===== config.mk =====
export PLATFORM = sky130hd
export DESIGN_NAME = wb_queue
export DESIGN_NICKNAME = d
export VERILOG_FILES = /design/src/rtl/wb_queue.sv
export SDC_FILE = /design/constraint.sdc
export NUM_CORES = 1
export LEC_CHECK = 0
export CORE_AREA = 10 10 182 99
export CTS_BUF_LIST = sky130_fd_sc_hd__clkbuf_4 sky130_fd_sc_hd__clkbuf_8
export DETAILED_ROUTE_END_ITERATION = 6
export DIE_AREA = 0 0 192 109
export DONT_BUFFER_PORTS = 1
export MAX_ROUTING_LAYER = met4
export PLACE_DENSITY = 0.8
export SYNTH_ARGS = -nofsm -noshare
export SYNTH_HDL_FRONTEND = slang
export SYNTH_SLANG_ARGS = --single-unit

===== constraint.sdc =====
create_clock -name clk -period 4.8 [get_ports clk]
set_clock_uncertainty 0.1 [all_clocks]
set_input_delay 0.72 -clock clk [delete_from_list [all_inputs] [get_ports clk]]
set_output_delay 0.72 -clock clk [all_outputs]
set_load 0.05 [all_outputs]

===== src/rtl/wb_queue.sv =====
// rtl/wb_queue.sv - write-back queue merging ALU and load-unit results into one register-file write port
// Optional pending-write check port enabled by macro WB_PENDING_EN.
module wb_queue #(
    parameter int DEPTH = 4
) (
    input  logic                     clk,
    input  logic                     rst,
    input  logic                     alu_valid,
    input  logic [4:0]               alu_waddr,
    input  logic [31:0]              alu_wdata,
    output logic                     alu_ready,
    input  logic                     mem_valid,
    input  logic [4:0]               mem_waddr,
    input  logic [31:0]              mem_wdata,
    output logic                     mem_ready,
    output logic                     we,
    output logic [4:0]               waddr,
    output logic [31:0]              wdata,
`ifdef WB_PENDING_EN
    input  logic [4:0]               chk_addr,
    output logic                     chk_hit,
`endif
    output logic [$clog2(DEPTH):0]   count
);

    localparam int AW = $clog2(DEPTH);
    localparam int CW = AW + 1;

    logic [4:0]    q_addr [DEPTH];
    logic [31:0]   q_data [DEPTH];
    logic [AW-1:0] wptr;
    logic [AW-1:0] rptr;
    logic [AW-1:0] alu_slot;
    logic [CW-1:0] count_q;
    logic [CW-1:0] free;
    logic [CW-1:0] push_cnt;
    logic          mem_push;
    logic          alu_push;
    logic          pop;

    // Readiness looks only at the registered count, so a same-cycle pop never feeds back into ready.
    assign free      = CW'(DEPTH) - count_q;
    assign mem_ready = rst && (free != '0);
    assign alu_ready = rst && ((free >= CW'(2)) || ((free == CW'(1)) && !mem_valid));

    // Writes to r0 complete the handshake but are dropped here.
    assign mem_push = mem_valid && mem_ready && (mem_waddr != 5'd0);
    assign alu_push = alu_valid && alu_ready && (alu_waddr != 5'd0);
    assign pop      = (count_q != '0);

    assign push_cnt = CW'(mem_push) + CW'(alu_push);
    assign alu_slot = wptr + AW'(mem_push);
    assign count    = count_q;

    always_ff @(posedge clk or negedge rst) begin
        if (!rst) begin
            count_q <= '0;
            wptr    <= '0;
            rptr    <= '0;
            we      <= 1'b0;
            waddr   <= 5'd0;
            wdata   <= 32'd0;
        end else begin
            count_q <= count_q + push_cnt - CW'(pop);
            wptr    <= wptr + AW'(push_cnt);
            rptr    <= rptr + AW'(pop);
            we      <= pop;
            if (pop) begin
                waddr <= q_addr[rptr];
                wdata <= q_data[rptr];
            end
        end
    end

    // The load-unit entry takes the earlier slot when both sources push together.
    always_ff @(posedge clk) begin
        if (mem_push) begin
            q_addr[wptr] <= mem_waddr;
            q_data[wptr] <= mem_wdata;
        end
        if (alu_push) begin
            q_addr[alu_slot] <= alu_waddr;
            q_data[alu_slot] <= alu_wdata;
        end
    end

`ifdef WB_PENDING_EN
    always_comb begin
        chk_hit = 1'b0;
        if (chk_addr != 5'd0) begin
            if (we && (waddr == chk_addr)) begin
                chk_hit = 1'b1;
            end
            for (int i = 0; i < DEPTH; i++) begin
                if ((CW'(i) < count_q) && (q_addr[rptr + AW'(i)] == chk_addr)) begin
                    chk_hit = 1'b1;
                end
            end
        end
    end
`endif

endmodule


==> results_dict.tcl, run 1 <==
set metrics [dict create \
    dp_hpwl_um 13220 \
    cp_common_cell "ha_1" \
    cp.depth 11 \
    hp-start "mem_waddr[1]" \
    netlist_area_um2 9459 \
    status "completed" \
    power_density_nw_per_um2 620.9 \
    cts_buffers 17 \
    synth-seq-cells 193 \
    cts_max_level 4 \
    crit_slowest_cell "dfrtp_1" \
    required_ns 4.90 \
    root_buffer "clkbuf_8" \
    endpoint_kind "flip-flop" \
    slew_violations 0 \
    fill_cells 1019 \
    dpl-instance-area_um2 9678 \
    grt_max_degree 46 \
    post-route-min-period_ns 4.033 \
    max_slew_margin_pct 34.22 \
    synth_cells 573 \
    clk_path_buf_depth 2 \
    finalHoldViolations 0 \
    worstPathMaxFanout 37 \
    cts_resized 0 \
    initialDrtViolationCount 295 \
    die_area_um2 20930 \
    antenna_found_initial 0 \
    holdPathEnd "q_addr[1][1]$_DFFE_PP_" \
    rr_worst_depth 11 \
    r2r-end "q_addr[2][0]$_DFFE_PP_" \
    hp-class "primary input to flip-flop" \
    worstPathBufferInverterCount 3 \
    final_area_um2 10100 \
    final_cell_mix "148 x edfxtp_1, 112 x nand2_1, 76 x mux2_4" \
    r2r_slack_ns 0.77 \
    first_pass_iters 4 \
    seq_area_frac_synth_pct 58.89 \
    clock.fmax_mhz 248.0 \
    yosys_warnings 0 \
    critical_path_class "flip-flop to flip-flop" \
    startpoint_type "flip-flop" \
    synth.avg_cell_area_um2 16.51 \
    fin_total_pwr_uw 6273 \
    drtAntennaViolNets 0 \
    grt_pass1_wl_um 31450 \
    clk_latency_ns 0.45 \
    globalRouteOverflowTotal 0 \
    nNetsFinal 665 \
    area_growth_pct 6.799 \
    ys_types 25 \
    vias_per_cell 6.033 \
    final.period_utilization_pct 84.01 \
    crit_arrival_ns 4.13 \
    path_cells "inv_1 -> ha_1 -> ha_1 -> nor2b_1 -> buf_4 -> o211a_1 -> ha_1 -> nand2b_1 -> nor4_4 -> buf_4 -> mux2_2" \
    initial_core_util_pct 63.34 \
    timing.rr.start "count[0]$_DFF_PN0_" \
    grt_usage_pct 20.85 \
    finalSetupViolCount 0 \
    cts_tree "built" \
    drc_errors 0 \
    leakagePower_uw 0.003733 \
    wl_um 20380 \
    core_region_area_um2 14930 \
    dieWidth_um 192 \
    drive_above_1_share_pct 39.86 \
    vias 4772 \
    drv_cap 0 \
    synthesis.nets 664 \
    ios 121 \
    num_rows 32 \
    final_common_cell "edfxtp_1" \
    first_global_vias 5337 \
    path_clk_slew_ns 0.11 \
    whs_path_depth 1 \
    tns_ns 0 \
    io_buffers 0 \
    rsz0062_at_grt "false" \
    numClockSinks 193 \
    wire_per_inst_um 25.76 \
    tightest_slew_ns 0.9866 \
    gp_congestion 0.7484 \
    ir_worst_vdd_v 0.0002921 \
    antenna-diode-count 0 \
    fp.dieH_um 109 \
    crit_family "buffers and inverters" \
    critPathMaxStageDelay_ns 0.70 \
]
timing repair:
item,CTS,global route
hold buffers,2,0
buffers inserted,0,0
setup endpoints to repair,0,0
endpoints found under the hold margin,45,0
power breakdown:
group / switching, µW / leakage, µW / internal (µW) / total, µW
registers: 989 / 0.00188 / 2370 / 3360
clock network: 591 / 0.000191 / 449 / 1040
logic: 952 / 0.00166 / 925 / 1880
layer usage:
| metal | up-vias | track usage (%) | share of wire [%] |
|---|---|---|---|
| met4 | 0 | 5.721 | 0.80 |
| met1 | 2464 | 23.58 | 40 |
| met5 | - | - | 0 |
| li1 | 2146 | - | - |
| met3 | 14 | 7.712 | 9.4 |
| met2 | 148 | 34.63 | 50 |
state kept, by name, indices dropped and copies added, names as in the netlist:
name    cells
we          1
q_addr     20
waddr       5
wdata      32
wptr        2
count       3
q_data    128
rptr        2
through the flow:
| step | cells | util (%) | hold WS, ns | setup slack, ns |
|---|---|---|---|---|
| 3_5_place_dp | 757 | 64.80 | 0.3259 | 0.8001 |
| 2_1_floorplan | 573 | - | 0.3244 | 0.5289 |
| 4_1_cts | 791 | 67.64 | 0.3350 | 0.7795 |
| 5_1_grt | 791 | 67.64 | 0.3136 | 0.6002 |
| 6_report | 791 | 67.64 | 0.3606 | 0.7674 |
| 3_3_place_gp | 757 | 64.80 | 0.3260 | 0.9581 |
cell families (layout without fill, tap and decap cells):
family                   after synthesis  count (layout)  synth area share (%)
AO/OA/AOI/OAI                          6               6                0.7672
AND/OR/NAND/NOR                      123             123                 5.569
flip-flops                           193             193                 58.89
buffers and inverters                 46              60                 2.884
XOR/XNOR                               7               7                0.6482
adder cells (fa/ha/maj)               13              13                 1.799
multiplexers                         185             185                 29.44
synth_stat cells:
cell / instances / area, µm²
mux2_1: 12 / 135.1
nand2b_1: 1 / 6.260
fa_1: 1 / 20.02
nand2_1: 112 / 420.4
mux4_2: 37 / 833.3
ha_1: 12 / 150.1
xnor2_1: 5 / 43.79
nor3b_1: 1 / 7.510
buf_6: 12 / 135.1
mux2_4: 76 / 1141
inv_1: 13 / 48.80
nor4_2: 4 / 50.05
o211a_1: 1 / 10.01
o41ai_4: 1 / 27.53
dfrtp_1: 45 / 1126
nor2b_1: 2 / 12.51
or4_1: 1 / 7.510
xor2_1: 2 / 17.52
mux2_2: 60 / 675.7
edfxtp_1: 148 / 4444
clkbuf_1: 13 / 48.80
a31o_2: 4 / 35.03
nor2_4: 1 / 11.26
buf_2: 8 / 40.04
or4_4: 1 / 11.26
worst max path at each step:
| stage | from | endpoint | slack, ns |
|---|---|---|---|
| floorplan | count[0]$_DFF_PN0_ | q_addr[2][0]$_DFFE_PP_ | 0.53 |
| global placement | count[0]$_DFF_PN0_ | q_data[0][3]$_DFFE_PP_ | 0.96 |
| detailed placement | count[0]$_DFF_PN0_ | q_data[2][10]$_DFFE_PP_ | 0.80 |
| CTS | count[0]$_DFF_PN0_ | q_addr[2][0]$_DFFE_PP_ | 0.78 |
| global route | count[0]$_DFF_PN0_ | q_data[2][8]$_DFFE_PP_ | 0.60 |
| finish | count[0]$_DFF_PN0_ | q_addr[2][0]$_DFFE_PP_ | 0.77 |
cell type report:
type | count | area [µm²] | area share (%)
Clock buffer | 20 | 262.8 | 2.601
Inverter | 13 | 48.80 | 0.4830
Tap cell | 204 | 255.2 | 2.527
Sequential cell | 193 | 5573 | 55.16
Clock inverter | 12 | 123.9 | 1.226
Multi-Input combinational cell | 334 | 3654 | 36.17
Timing Repair Buffer | 15 | 185.2 | 1.833
No activity file was read; power rests on OpenSTA's default activity.
==> inputs of run 2 (changes only) <==
==> config.mk (replaced) <==
export PLATFORM = sky130hd
export DESIGN_NAME = wb_queue
export DESIGN_NICKNAME = d
export VERILOG_FILES = /design/src/rtl/wb_queue.sv
export SDC_FILE = /design/constraint.sdc
export NUM_CORES = 1
export LEC_CHECK = 0
export CORE_AREA = 10 10 189 102
export CTS_BUF_LIST = sky130_fd_sc_hd__clkbuf_4 sky130_fd_sc_hd__clkbuf_8
export DETAILED_ROUTE_END_ITERATION = 6
export DIE_AREA = 0 0 199 112
export DONT_BUFFER_PORTS = 1
export MAX_ROUTING_LAYER = met4
export PLACE_DENSITY = 0.78
export SYNTH_ARGS = -nofsm -noshare
export SYNTH_HDL_FRONTEND = slang
export SYNTH_SLANG_ARGS = --single-unit
==> constraint.sdc (replaced) <==
create_clock -name clk -period 3.45 [get_ports clk]
set_clock_uncertainty 0.1 [all_clocks]
set_input_delay 0.5175 -clock clk [delete_from_list [all_inputs] [get_ports clk]]
set_output_delay 0.5175 -clock clk [all_outputs]
set_load 0.05 [all_outputs]
==> results_dict.tcl, run 2 (synthesized netlist as in run 1, its figures left out) <==
set metrics [dict create \
    status "completed" \
    antenna_found_initial 0 \
    tightest_slew_ns 1.039 \
    dp_hpwl_um 14040 \
    final_cell_mix "148 x edfxtp_1, 112 x nand2_1, 76 x mux2_4" \
    die_area_um2 22290 \
    slew_violations 0 \
    worstPathMaxFanout 2 \
    cts_buffers 17 \
    dieWidth_um 199 \
    first_global_vias 5467 \
    endpoint_kind "flip-flop" \
    startpoint_type "flip-flop" \
    rsz0062_at_grt "false" \
    top_regs "q_data: 128 flops, wdata: 32 flops, q_addr: 20 flops" \
    power_density_nw_per_um2 861.2 \
    cts_resized 0 \
    final_area_um2 10300 \
    grt_pass1_wl_um 33320 \
    drive_above_1_share_pct 41.44 \
    path_clk_slew_ns 0.12 \
    antenna-diode-count 0 \
    area_growth_pct 8.942 \
    drv_cap 0 \
    fp.dieH_um 112 \
    root_buffer "clkbuf_8" \
    tns_ns 0 \
    cts_max_level 4 \
    r2r_slack_ns 0.16 \
    finalSetupViolCount 0 \
    core_region_area_um2 16020 \
    top_register "q_data" \
    vias 4918 \
    drc_errors 0 \
    wl_um 21130 \
    grt_max_degree 46 \
    ir_worst_vdd_v 0.0004655 \
    fill_cells 1126 \
    num_rows 33 \
    holdPathEnd "q_addr[1][1]$_DFFE_PP_" \
    nNetsFinal 674 \
    cts_tree "built" \
    drtAntennaViolNets 0 \
    largest_reg_flops 128 \
    globalRouteOverflowTotal 0 \
    critical_path_class "flip-flop to flip-flop" \
    final_common_cell "edfxtp_1" \
    r2r-end "count[2]$_DFF_PN0_" \
    clk_path_buf_depth 2 \
    clock.fmax_mhz 304.0 \
    initial_core_util_pct 59.04 \
    wire_per_inst_um 26.21 \
    crit_arrival_ns 3.57 \
    grt_usage_pct 20.49 \
    rr_worst_depth 15 \
    required_ns 3.74 \
    post-route-min-period_ns 3.289 \
    ios 121 \
    hp-class "primary input to flip-flop" \
    dpl-instance-area_um2 9893 \
    whs_path_depth 1 \
    hp-start "mem_waddr[1]" \
    numClockSinks 193 \
    initialDrtViolationCount 426 \
    max_slew_margin_pct 30.75 \
    clk_latency_ns 0.47 \
    final.period_utilization_pct 95.33 \
    leakagePower_uw 0.003809 \
    vias_per_cell 6.102 \
    first_pass_iters 5 \
    timing.rr.start "count[0]$_DFF_PN0_" \
    finalHoldViolations 0 \
    gp_congestion 0.7546 \
    io_buffers 0 \
]
[run 2: cell types whose count changed in the layout (fill, tap and decap cells not counted), moves of 3 or more]
cell    before  now
buf_12       4   11
a31o_2       4    0
a31o_4       0    4
inv_8        2    5
[run 2: how the worst max path moves through the flow]
| stage | end | from | cells past startpoint |
|---|---|---|---|
| floorplan | count[2]$_DFF_PN0_ | count[0]$_DFF_PN0_ | 15 |
| global placement | q_data[3][15]$_DFFE_PP_ | mem_waddr[1] | 6 |
| detailed placement | q_data[3][24]$_DFFE_PP_ | mem_waddr[1] | 6 |
| CTS | count[2]$_DFF_PN0_ | count[0]$_DFF_PN0_ | 15 |
| global route | count[2]$_DFF_PN0_ | count[0]$_DFF_PN0_ | 15 |
| finish | count[2]$_DFF_PN0_ | count[0]$_DFF_PN0_ | 15 |
[run 2: worst max-delay path, stage by stage, from the launching register on]
cell	delay, ns
dfrtp_2	0.38
inv_1	0.06
ha_1	0.22
ha_2	0.32
inv_1	0.05
o41ai_4	0.38
nor3b_1	0.10
ha_1	0.31
inv_1	0.05
ha_1	0.26
inv_1	0.05
ha_1	0.13
inv_1	0.05
fa_1	0.39
xnor2_1	0.23
xnor2_1	0.14
[run 2: routing by layer]
layer | GRT usage, % | up-vias | share of wire (%)
met1 | 26.00 | 2558 | 43
met4 | 5.104 | 0 | 1.1
met2 | 30.93 | 170 | 47
li1 | - | 2171 | -
met5 | - | - | 0
met3 | 7.093 | 19 | 9.2
[run 2: per-stage QoR]
stage | util, % | hold slack [ns] | worst slack, ns | cells | total power (µW)
6_report | 64.32 | 0.1552 | 0.1610 | 806 | 8874
5_1_grt | 64.32 | 0.1186 | 0.002149 | 806 | 9376
4_1_cts | 64.32 | 0.1308 | 0.1445 | 806 | 8970
3_5_place_dp | 61.75 | 0.1237 | 0.08815 | 772 | 7568
3_3_place_gp | 61.75 | 0.1234 | 0.1435 | 772 | 7443
2_1_floorplan | - | 0.1219 | 0.03110 | 573 | 6634
[run 2: final cells by class]
class / count / area (µm²) / share of cell area (%)
Sequential cell: 193 / 5575 / 54.10
Multi-Input combinational cell: 334 / 3704 / 35.94
Timing Repair Buffer: 24 / 340.3 / 3.303
Tap cell: 210 / 262.8 / 2.550
Clock buffer: 19 / 255.2 / 2.477
Clock inverter: 13 / 118.9 / 1.153
Inverter: 13 / 48.80 / 0.4735
[run 2: timing repair]
item / CTS / global route
hold buffers: 2 / 0
setup endpoints to repair: 0 / 0
hold endpoints to repair: 45 / 0
setup buffers: 0 / 0
[run 2: where the power goes]
group	internal, µW	switching (µW)
logic	1410	1470
registers	3300	1290
clock network	556	853
total	5260	3610
